`config.mk`:
```
export PLATFORM = sky130hd
export DESIGN_NAME = fifo_registros
export DESIGN_NICKNAME = d
export VERILOG_FILES = /design/src/rtl/fifo_pkg.sv /design/src/rtl/fifo_ctrl.sv /design/src/rtl/fifo_registros.sv
export SDC_FILE = /design/constraint.sdc
export NUM_CORES = 1
export LEC_CHECK = 0
export BUFFER_PORTS_ARGS = -buffer_cell sky130_fd_sc_hd__buf_4
export CAP_MARGIN = 20
export CORE_ASPECT_RATIO = 0.8
export CORE_MARGIN = 2
export CORE_UTILIZATION = 49
export DETAILED_ROUTE_END_ITERATION = 8
export HOLD_SLACK_MARGIN = 0.08
export PLACE_DENSITY = 0.8
export SLEW_MARGIN = 20
export SYNTH_ARGS = -nofsm -noshare
export SYNTH_HDL_FRONTEND = slang
export SYNTH_SLANG_ARGS = --single-unit
```
`constraint.sdc`:
```
create_clock -name clk -period 2 [get_ports clk]
set_input_delay 0 -clock clk [delete_from_list [all_inputs] [get_ports clk]]
set_output_delay 0 -clock clk [all_outputs]
set_load 0.05 [all_outputs]
```
`src/rtl/fifo_pkg.sv`:
```
`default_nettype none
// ============================================================================
//  Module      : fifo_pkg
//  Description : Shared defaults and the pointer-width helper for the
//                register-based FIFO (fifo_registros / fifo_ctrl).
//  Contents    : FIFO_N_DEF     - default data word width
//                FIFO_DEPTH_DEF - default number of storage words
//                ptr_width()    - address bits needed to index DEPTH words
//  Revision    : 1.0 - initial release
// ============================================================================
package fifo_pkg;

    localparam int FIFO_N_DEF     = 8;
    localparam int FIFO_DEPTH_DEF = 4;

    // DEPTH is a power of two >= 2, so this is always at least 1 bit and a
    // pointer of this width wraps modulo DEPTH on its own.
    function automatic int ptr_width(input int depth);
        return $clog2(depth);
    endfunction

endpackage : fifo_pkg
`default_nettype wire

```
`src/rtl/fifo_ctrl.sv`:
```
`default_nettype none
// ============================================================================
//  Module      : fifo_ctrl
//  Description : Pointer, occupancy and status-flag controller for the
//                register-based FIFO. Storage lives in the parent.
//  Ports       : clk         - clock, rising edge
//                rst         - synchronous active-high reset
//                i_wr_en     - write request
//                i_rd_en     - read request
//                o_wr_accept - write accepted this cycle (storage write enable)
//                o_wr_ptr    - storage index for the next write
//                o_rd_ptr    - storage index of the head word
//                o_count     - number of stored words
//                o_full      - count == DEPTH
//                o_empty     - count == 0
//                o_ovf       - one-cycle pulse after a rejected write
//                o_udf       - one-cycle pulse after a rejected read
//  Revision    : 1.0 - initial release
// ============================================================================
module fifo_ctrl
    import fifo_pkg::*;
#(
    parameter int DEPTH = FIFO_DEPTH_DEF
) (
    input  logic                          clk,
    input  logic                          rst,
    input  logic                          i_wr_en,
    input  logic                          i_rd_en,
    output logic                          o_wr_accept,
    output logic [ptr_width(DEPTH)-1:0]   o_wr_ptr,
    output logic [ptr_width(DEPTH)-1:0]   o_rd_ptr,
    output logic [ptr_width(DEPTH):0]     o_count,
    output logic                          o_full,
    output logic                          o_empty,
    output logic                          o_ovf,
    output logic                          o_udf
);

    localparam int c_PW = ptr_width(DEPTH);
    localparam int c_CW = c_PW + 1;

    logic [c_PW-1:0] r_wr_ptr;
    logic [c_PW-1:0] r_rd_ptr;
    logic [c_CW-1:0] r_count;
    logic            r_ovf;
    logic            r_udf;

    logic            w_full;
    logic            w_empty;
    logic            w_wr_acc;
    logic            w_rd_acc;

    assign w_full   = (r_count == c_CW'(DEPTH));
    assign w_empty  = (r_count == '0);

    // Acceptance depends only on the own-side flag, so a full FIFO still
    // drains on wr_en+rd_en and an empty FIFO still fills.
    assign w_wr_acc = i_wr_en && !w_full;
    assign w_rd_acc = i_rd_en && !w_empty;

    always_ff @(posedge clk) begin
        if (rst) begin
            r_wr_ptr <= '0;
            r_rd_ptr <= '0;
            r_count  <= '0;
            r_ovf    <= 1'b0;
            r_udf    <= 1'b0;
        end else begin
            r_ovf <= i_wr_en && w_full;
            r_udf <= i_rd_en && w_empty;
            if (w_wr_acc) begin
                r_wr_ptr <= r_wr_ptr + c_PW'(1);
            end
            if (w_rd_acc) begin
                r_rd_ptr <= r_rd_ptr + c_PW'(1);
            end
            if (w_wr_acc && !w_rd_acc) begin
                r_count <= r_count + c_CW'(1);
            end else if (w_rd_acc && !w_wr_acc) begin
                r_count <= r_count - c_CW'(1);
            end
        end
    end

    // Masked by rst so nothing lands in storage during a reset cycle.
    assign o_wr_accept = w_wr_acc && !rst;
    assign o_wr_ptr    = r_wr_ptr;
    assign o_rd_ptr    = r_rd_ptr;
    assign o_count     = r_count;
    assign o_full      = w_full;
    assign o_empty     = w_empty;
    assign o_ovf       = r_ovf;
    assign o_udf       = r_udf;

endmodule : fifo_ctrl
`default_nettype wire

```
`src/rtl/fifo_registros.sv`:
```
`default_nettype none
// ============================================================================
//  Module      : fifo_registros
//  Description : Register-based synchronous FIFO, first-word-fall-through.
//  Ports       : clk   - clock, rising edge
//                rst   - synchronous active-high reset
//                wr_en - write request
//                d     - write data [N-1:0]
//                rd_en - read request (pops the head word)
//                q     - head word, zero while empty
//                full  - count == DEPTH
//                empty - count == 0
//                count - stored words [$clog2(DEPTH):0]
//                ovf   - one-cycle pulse after a rejected write
//                udf   - one-cycle pulse after a rejected read
//  Revision    : 1.0 - initial release
// ============================================================================
module fifo_registros
    import fifo_pkg::*;
#(
    parameter int N     = FIFO_N_DEF,
    parameter int DEPTH = FIFO_DEPTH_DEF
) (
    input  logic                      clk,
    input  logic                      rst,
    input  logic                      wr_en,
    input  logic [N-1:0]              d,
    input  logic                      rd_en,
    output logic [N-1:0]              q,
    output logic                      full,
    output logic                      empty,
    output logic [$clog2(DEPTH):0]    count,
    output logic                      ovf,
    output logic                      udf
);

    localparam int c_PW = ptr_width(DEPTH);

    logic [N-1:0]    r_mem [DEPTH];
    logic            w_wr_accept;
    logic [c_PW-1:0] w_wr_ptr;
    logic [c_PW-1:0] w_rd_ptr;
    logic            w_empty;

    fifo_ctrl #(
        .DEPTH (DEPTH)
    ) u_ctrl (
        .clk         (clk),
        .rst         (rst),
        .i_wr_en     (wr_en),
        .i_rd_en     (rd_en),
        .o_wr_accept (w_wr_accept),
        .o_wr_ptr    (w_wr_ptr),
        .o_rd_ptr    (w_rd_ptr),
        .o_count     (count),
        .o_full      (full),
        .o_empty     (w_empty),
        .o_ovf       (ovf),
        .o_udf       (udf)
    );

    // Storage is intentionally not reset; the pointers/count define validity.
    always_ff @(posedge clk) begin
        if (w_wr_accept) begin
            r_mem[w_wr_ptr] <= d;
        end
    end

    // Stale storage never leaks out: q is forced to zero while empty.
    assign q     = w_empty ? '0 : r_mem[w_rd_ptr];
    assign empty = w_empty;

endmodule : fifo_registros
`default_nettype wire

```
==> results of run 1 <==
==> what timing repair did <==
| item | CTS | global route |
|---|---|---|
| resized for setup | 3 | 3 |
| endpoints found under the setup margin | 1 | 1 |
| cloned | 0 | 0 |
| hold endpoints to repair | 43 | 0 |
| buffers inserted | 1 | 2 |
| pin swaps | 1 | 1 |
| hold buffers | 11 | 0 |
==> cells by family (layout without fill, tap and decap cells) <==
group           Yosys count  in the layout  share of synthesized area
compound gates            8              8                     0.0259
xor+xnor                  3              3                     0.0151
fa+ha+maj                 6              6                     0.0476
buf+inv                   9             57                     0.0274
flops                    43             43                      0.681
mux                       9              9                      0.110
simple gates             27             27                     0.0937
==> state kept, by name, indices dropped and copies added, names as in the netlist, named ones only <==
register and count:
r_mem 32, u_ctrl.o_count 3, u_ctrl.o_ovf 1, u_ctrl.o_rd_ptr 2, u_ctrl.o_udf 1, u_ctrl.o_wr_ptr 2
==> power by group <==
group | switching [uW] | internal, uW
clock | 280 | 499
combinational | 773 | 510
sequential | 100 | 1060
==> area by class of cell <==
class / instances / area (um2) / area share
well taps: 42 / 52.6 / 0.0230
inverters: 5 / 18.8 / 0.00820
clock buffers: 6 / 72.6 / 0.0317
repair buffers: 44 / 358 / 0.156
multi-input cells: 53 / 538 / 0.235
flip-flops and latches: 43 / 1190 / 0.520
clock inverters: 2 / 60.1 / 0.0262
==> worst register-to-register path: stages, from the launching register on <==
cell and delay (ns):
dfxtp_4 0.37, nor3b_4 0.17, nor2_2 0.13, ha_2 0.20, inv_2 0.04, fa_2 0.33
xor2_1 0.16, or3_1 0.32, a21oi_2 0.14
==> path summary, 6_finish.rpt <==
path,startpoint,end,slack (ns)
setup / recovery,u_ctrl.o_count[2],u_ctrl.o_count[2],0.07
hold / removal,d[0],r_mem[0][0],0.46
setup reg to reg,u_ctrl.o_count[2],u_ctrl.o_count[2],0.07
hold reg to reg,u_ctrl.o_rd_ptr[1],u_ctrl.o_rd_ptr[1],0.51
==> cells in the final DEF (no fill, tap or decap), drive strengths merged, types with 3 or more instances in the layout <==
master | Yosys | final
o21ai | 3 | 3
mux4 | 8 | 8
xor2 | 3 | 3
or3 | 3 | 3
inv | 5 | 5
nor2 | 5 | 5
dlygate4sd3 | 0 | 11
a21oi | 3 | 3
dfxtp | 11 | 11
and2 | 4 | 4
edfxtp | 32 | 32
buf | 2 | 33
ha | 5 | 5
nor2b | 8 | 8
clkbuf | 2 | 6
==> per-layer routing <==
| metal | GRT usage | share of wire | vias up |
|---|---|---|---|
| met5 | 0 | 0 | - |
| li1 | - | - | 482 |
| met1 | 0.199 | 0.43 | 486 |
| met2 | 0.267 | 0.53 | 23 |
| met3 | 0.0477 | 0.041 | 2 |
| met4 | 0.0566 | 0.0084 | 0 |
==> stage by stage <==
step	TNS, ns	total power [uW]	cells	worst slack, ns
after floorplan	-0.254	2050	105	-0.150
after global placement	0	2370	173	0.0492
after detailed placement	-0.0506	2400	173	-0.0506
after CTS	0	3220	193	0.0273
after global routing	0	3360	195	0.00694
final	0	3220	195	0.0695
==> reports/metrics.cfg, run 1 <==
[clocking]
clkTransAtPathRegs_ns = 0.08
ctsRootBufferMaster = clkbuf_8
cts.path.max_buffers = 2
htreeDepth = 2
cts_made_buffers = 5
cts_tree = done
insertion_delay_ns = 0.29
cts_sinks = 43

[worst_setup_path]
critPathSlowestCell = dfxtp_4
worstSetupPathType = register to register
reg2reg_depth = 8
crit_buf_inv = 1
cp-start-kind = register
worstPathArrival_ns = 2.16
critPathMaxFanout = 7
crit_family = simple AND/OR/NAND/NOR gates
cp.depth = 8
required_ns = 2.23
worst_setup_path_end_kind = register
cpPeakStageDelay_ns = 0.37
worstPathCellList = nor3b_4, nor2_2, ha_2, inv_2, fa_2, xor2_1, or3_1, a21oi_2

[placed_design]
hpwl_um = 2000
place_congestion = 0.795
place.port_buffers = 26
place_area_mm2 = 0.00200

[sta]
hold_slack_ns = 0.456
final-setup-viol-count = 0
period_share = 0.965
drv_slew = 0
fmaxAchievable_mhz = 518
worst_clock_skew_ns = 0.00669
hold_viol_final = 0
tightest_slew_ns = 0.448
rsz0062_at_grt = false
slew_headroom = 0.702
period_needed_ns = 1.93

[finish]
fin_util = 0.674
num-fill-cells = 221
final_area_mm2 = 0.00229
antenna-diode-count = 0
area_growth_pct = 31.9
drive_gt1_frac = 0.379
fin_nets = 170

[global_route]
grt_pass1_wl_um = 4710
grt_max_degree = 14
first_global_vias = 1009
gr-total-overflow = 0
gr-usage-all-layers = 0.159
antenna_found_initial = 0

[floorplanning]
start_util = 0.510
dieArea_mm2 = 0.00404
boundaryPins = 27
design.core.area_mm2 = 0.00340
fp-row-count = 19
die_y_um = 57.2
die_w_um = 70.5

[synthesis]
yosys_most_used_dff = edfxtp_1
synth_top_area_frac = 0.554
synth_area_leaders = edfxtp_1 55%, dfxtp_1 13%, mux4_2 10%, ha_1 3.6%, nor2b_1 2.9%
yosysWarnings = 0
synth_cells = 105
synth-seq-area-share = 0.681
syn_avg_cell_area_um2 = 16.5
synth-seq-cells = 43
synthTopCellsByCount = 32 x edfxtp_1, 11 x dfxtp_1, 8 x mux4_2, 8 x nor2b_1
synth-async-reset-ratio = 0
synth.most_common_cell = edfxtp_1
synth_area_leader_cell = edfxtp_1
synthDistinctLibCells = 25
synth_area_mm2 = 0.00174
synthesis.nets = 123
synth_edf_count = 32

[outcome]
outcome = finished clean

[drt]
num_vias = 993
drt-initial-drc-count = 48
viasPerCell = 5.09
ant_nets = 0
first_pass_iters = 4
wl_per_cell_um = 15.2
post-route-drc-count = 0
routed_wl_um = 2960

[flow_run]
cap_violations = 0

[hold_path]
min_path_cells = 2
hold_class = input pin to register

[power]
p_per_area_mw_per_mm2 = 1410
irDropWorstVdd_v = 0.000583
leakage_uw = 0.000854

(Power assumes the default switching activity.)
==> run 2: changes to the inputs <==
ABC_AREA = 1   (was default)
BUFFER_PORTS_ARGS = -buffer_cell sky130_fd_sc_hd__buf_2   (was -buffer_cell sky130_fd_sc_hd__buf_4)
CORE_UTILIZATION = 60   (was 49)
PLACE_DENSITY = 0.9   (was 0.8)
clock period = 2.4 ns   (was 2 ns; I/O delays follow)
==> run 2 against run 1 <==
Clock-buffer cell count down 1. Maximum frequency up 2.3%. Non-clock buffer count down 6. Core utilization up 6.2 points. Die area down 11%. Clock power down 28%. Register-to-register slack better by 0.44 ns. Via count up 30%. Design area down 2.4%. Sequential cell count unchanged. Cell count up 29%. Largest power group unchanged.
==> reports/metrics.cfg, run 2 <==
[outcome]
outcome = finished clean

[drt]
routed_wl_um = 3740
post-route-drc-count = 0
num_vias = 1294
wl_per_cell_um = 14.8
ant_nets = 0
first_pass_iters = 4
viasPerCell = 5.13
drt-initial-drc-count = 66

[worst_setup_path]
required_ns = 2.60
cpPeakStageDelay_ns = 0.48
critPathMaxFanout = 6
worst_setup_path_end_kind = register
cp-start-kind = register
r2r_start = u_ctrl.o_count[0]
critPathSlowestCell = dfxtp_1
worstPathArrival_ns = 2.09
worstSetupPathType = register to register
crit_start = u_ctrl.o_count[0]
worst_path_most_repeated_cell = nand2_1
worstPathCellList = nor2_4, nand2_4, inv_2, nor2_4, ha_1, inv_1, fa_1, inv_1, nand2_1, nand3_1, nand2_1, nand2_1, nor2_1

[power]
leakage_uw = 0.000899
finalPower_uw = 2810
p_per_area_mw_per_mm2 = 1260
irDropWorstVdd_v = 0.000680

[floorplanning]
dieArea_mm2 = 0.00359
boundaryPins = 27
start_util = 0.617
die_w_um = 66.5
die_y_um = 54.0
design.core.area_mm2 = 0.00304
fp-row-count = 18

[synthesis]
synth-async-reset-ratio = 0
synth_area_leader_cell = edfxtp_1
synthTopCellsByCount = 32 x edfxtp_1, 28 x nor2_1, 16 x nor2_2
synth_edf_count = 32
synth-seq-cells = 43
synthesis.nets = 188
syn_avg_cell_area_um2 = 11.0
synth_area_leaders = edfxtp_1 51%, dfxtp_1 12%, nor2_1 5.6%, nor2_2 5.3%, a21oi_1 3.5%
yosys_most_used_dff = edfxtp_1
synth-seq-area-share = 0.630
synth_top_area_frac = 0.512
yosysWarnings = 0
synthDistinctLibCells = 22
synth_area_mm2 = 0.00188
synth_cells = 170
synth.most_common_cell = edfxtp_1

[clocking]
ctsRootBufferMaster = clkbuf_8
cts_sinks = 43
clkTransAtPathRegs_ns = 0.09
cts_tree = done
cts.path.max_buffers = 2
insertion_delay_ns = 0.31
cts_setup_buffers = 0
htreeDepth = 2
cts_made_buffers = 5

[global_route]
first_global_vias = 1216
grt_pass1_wl_um = 5710
grt_max_degree = 17
gr-usage-all-layers = 0.238
antenna_found_initial = 0
gr-total-overflow = 0

[finish]
area_growth_pct = 19.2
drive_gt1_frac = 0.292
largest_reg_flops = 32
final_common_cell = edfxtp_1
stdcell_count = 252
antenna-diode-count = 0
largest_register = r_mem
fin_nets = 229
num-fill-cells = 200
layout_common_cells = 32 x edfxtp_1, 28 x nor2_1, 26 x buf_2, 16 x nor2_2

[sta]
tns_ns = 0
period_needed_ns = 1.89
hold_viol_final = 0
drv_slew = 0
final-setup-viol-count = 0
fmaxAchievable_mhz = 530
slew_headroom = 0.648
worst_clock_skew_ns = 0.0111
hold_slack_ns = 0.437
rsz0062_at_grt = false
period_share = 0.786
tightest_slew_ns = 0.527

[placed_design]
hpwl_um = 2230
place.port_buffers = 26
place_congestion = 0.781
dp.cells = 233

[hold_path]
hold_class = input pin to register
worstHoldStart = d[6]

[flow_run]
cap_violations = 0

==> run 2: changes by cell type in the layout (fill, tap and decap cells not counted), moves of 8 or more <==
cell / before / now
a21oi_1: 2 / 13
buf_2: 0 / 26
buf_4: 33 / 1
inv_1: 4 / 13
mux4_2: 8 / 0
nand2_1: 1 / 12
nor2_1: 4 / 28
nor2_2: 1 / 16
nor2b_1: 8 / 0
o21ai_1: 0 / 10
==> run 2: layer usage <==
layer,global-route usage,share of wire,vias up
met5,0,0,-
met4,0.112,0.016,0
li1,-,-,649
met1,0.279,0.42,604
met2,0.403,0.51,34
met3,0.0795,0.059,7
==> run 2: worst paths after layout <==
check | to | slack [ns] | cells after the start
max | u_ctrl.o_count[2] | 0.51 | 13
min | r_mem[0][6] | 0.44 | 2
max reg2reg | u_ctrl.o_count[2] | 0.51 | 13
min reg2reg | u_ctrl.o_wr_ptr[1] | 0.55 | 2
==> run 2: report_power, final <==
part,internal (uW),switching [uW]
clock network,310,254
registers,884,97.5
logic,312,954
total,1510,1310
==> run 2: worst max-delay path, delay by kind of cell (launching register included) <==
kind | cells | cell delay (ns)
fa+ha+maj | 2 | 0.57
buf+inv | 3 | 0.18
simple gates | 8 | 0.55
flops | 1 | 0.48
==> run 2: final cells by class <==
cell class,instances,area (um2),area share
inverter,18,67.6,0.0302
tap,40,50.0,0.0224
sequential,43,1180,0.528
clock buffer,5,68.8,0.0308
clock inverter,3,43.8,0.0196
multi-input combinational,105,577,0.258
timing repair buffer,38,248,0.111
==> run 2: what timing repair did <==
action                    CTS  global route
hold buffers               11             0
hold endpoints to repair   41             0
gates resized for setup     0             0
==> run 2: metrics by stage <==
step | setup WS, ns | utilization | instance area (um2)
6_report | 0.514 | 0.735 | 2240
3_3_place_gp | 0.667 | 0.662 | 2010
5_1_grt | 0.369 | 0.735 | 2240
2_1_floorplan | 0.226 | - | 1880
4_1_cts | 0.540 | 0.735 | 2240
3_5_place_dp | 0.573 | 0.662 | 2010
==> run 2: logic make-up after synthesis <==
family | synth area share
flip-flops | 0.630
AND/OR/NAND/NOR | 0.179
AO/OA/AOI/OAI | 0.0801
buffers and inverters | 0.0627
adder cells (fa/ha/maj) | 0.0440
XOR/XNOR | 0.00467
==> run 3: changes to the inputs <==
CORE_UTILIZATION = 50   (was 60)
PLACE_DENSITY = 0.81   (was 0.9)
clock period = 1.7 ns   (was 2.4 ns; I/O delays follow)
==> run 3 against run 2 <==
The run now ends with negative setup slack left. Combinational power increased by 62%. Global-route usage fell by 4.9 points. Critical path depth unchanged. Clock power up 65%. Critical path type unchanged.
==> reports/metrics.cfg, run 3 (synthesis results as in run 2) <==
[power]
irDropWorstVdd_v = 0.00116
finalPower_uw = 4340
p_per_area_mw_per_mm2 = 1810
leakage_uw = 0.000978

[finish]
num-fill-cells = 268
final_area_mm2 = 0.00240
largest_register = r_mem
antenna-diode-count = 0
largest_reg_flops = 32
fin_nets = 241
drive_gt1_frac = 0.362
seqCellArea_mm2 = 0.00119
area_growth_pct = 28.0
multi_input_area_um2 = 604
final_common_cell = edfxtp_1
layout_common_cells = 32 x edfxtp_1, 28 x nor2_1, 26 x buf_2, 16 x nor2_2, 13 x a21oi_1

[drt]
num_vias = 1320
first_pass_iters = 4
viasPerCell = 4.96
routed_wl_um = 3820
drt-initial-drc-count = 107
ant_nets = 0
wl_per_cell_um = 14.3
post-route-drc-count = 0

[worst_setup_path]
worst_setup_path_end_kind = register
critPathMaxFanout = 3
worstSetupPathType = register to register
critPathSlowestCell = fa_2
required_ns = 1.88
rrSetupSlack_ns = -0.06
worstPathArrival_ns = 1.94
reg2reg_to = u_ctrl.o_count[2]
cpPeakStageDelay_ns = 0.38
reg2reg_depth = 13
worstPathCellList = nor2_4, nand2_4, inv_8, nor2_4, ha_4, inv_2, fa_2, inv_1, nand2_1, nand3_2, nand2_1, nand2_1, nor2_1
cp-start-kind = register
worst_path_most_repeated_cell = nand2_1
r2r_start = u_ctrl.o_count[1]

[sta]
hold_slack_ns = 0.457
tns_ns = -0.0557
fmaxAchievable_mhz = 570
drv_slew = 0
period_share = 1.03
slew_headroom = 0.831
hold_viol_final = 0
period_needed_ns = 1.76
rsz0062_at_grt = true
fin_ws_ns = -0.0557
tightest_slew_ns = 0.255
final-setup-viol-count = 1
worst_clock_skew_ns = 0.00681

[placed_design]
place_congestion = 0.875
place.port_buffers = 26
place_area_mm2 = 0.00210
hpwl_um = 2330
pre_cts_slack_ns = 0.00988

[clocking]
insertion_delay_ns = 0.29
cts_sinks = 43
cts_tree = done
ctsRootBufferMaster = clkbuf_8
cts.path.max_buffers = 2
cts_made_buffers = 5
clkTransAtPathRegs_ns = 0.08
htreeDepth = 2

[outcome]
outcome = complete, but fails checks
violations = negative setup slack

[floorplanning]
design.core.area_mm2 = 0.00352
start_util = 0.533
die_w_um = 72.5
dieArea_mm2 = 0.00426
boundaryPins = 27
die_y_um = 58.8
fp-row-count = 19

[global_route]
grt_max_degree = 17
grt_busiest_layer = met2
met1_usage = 0.236
gr-total-overflow = 0
antenna_found_initial = 0
grt_pass1_wl_um = 5870
grtUsageMet2 = 0.324
first_global_vias = 1282
met3_usage = 0.0411
gr-usage-all-layers = 0.189

[flow_run]
cap_violations = 0

[hold_path]
worstHoldStart = d[2]
min_to = r_mem[1][2]
hold_class = input pin to register
min_path_cells = 2

run 3: cell count changes in the layout (fill, tap and decap cells not counted), sizes merged:
cell         delta
bufinv          +1
clkinv          -2
dlygate4sd3     +1
buf            +11
clkinvlp        +1
run 3: worst max-delay path by stage:
stage	end	from	cells past startpoint	slack [ns]
2_1_floorplan	u_ctrl.o_count[2]	u_ctrl.o_count[1]	13	-0.03
3_3_place_gp	u_ctrl.o_count[2]	u_ctrl.o_count[0]	13	0.08
3_5_place_dp	u_ctrl.o_count[2]	u_ctrl.o_count[0]	13	0.01
4_1_cts	u_ctrl.o_count[2]	u_ctrl.o_count[1]	13	0.03
5_1_grt	u_ctrl.o_count[2]	u_ctrl.o_count[1]	13	-0.11
6_report	u_ctrl.o_count[2]	u_ctrl.o_count[1]	13	-0.06
run 3: area by class of cell:
cell class                      count  area share
Inverter                           18      0.0323
Tap cell                           42      0.0219
Clock buffer                        5      0.0287
Clock inverter                      3      0.0281
Multi-Input combinational cell    105       0.252
Timing Repair Buffer               50       0.142
Sequential cell                    43       0.496
run 3: per-stage QoR:
step,utilization,cells
after detailed placement,0.596,243
after floorplan,-,170
after global routing,0.682,266
final,0.682,266
after global placement,0.596,243
after CTS,0.673,265
run 3: worst max-delay path, delay by kind of cell, from the launching register on:
family | cells | cell delay, ns
fa+ha+maj | 2 | 0.54
buf+inv | 3 | 0.17
simple gates | 8 | 0.58
flops | 1 | 0.36
run 3: power by group:
group	switching [uW]	internal (uW)	total, uW
logic	1460	599	2060
registers	82.7	1270	1350
clock network	342	586	928
run 3: timing repair:
item / 4_1_cts / 5_1_grt
setup buffers: 2 / 1
cloned: 0 / 0
resized for setup: 0 / 6
hold endpoints to repair: 41 / 0
hold buffers: 12 / 0
pin swaps: 0 / 3
setup endpoints to repair: 1 / 3
run 3: layer usage:
| layer | wire length [um] | part of all wire |
|---|---|---|
| met1 | 1670 | 0.44 |
| met2 | 1880 | 0.49 |
| met3 | 178 | 0.047 |
| met4 | 89 | 0.023 |
| met5 | 0 | 0 |
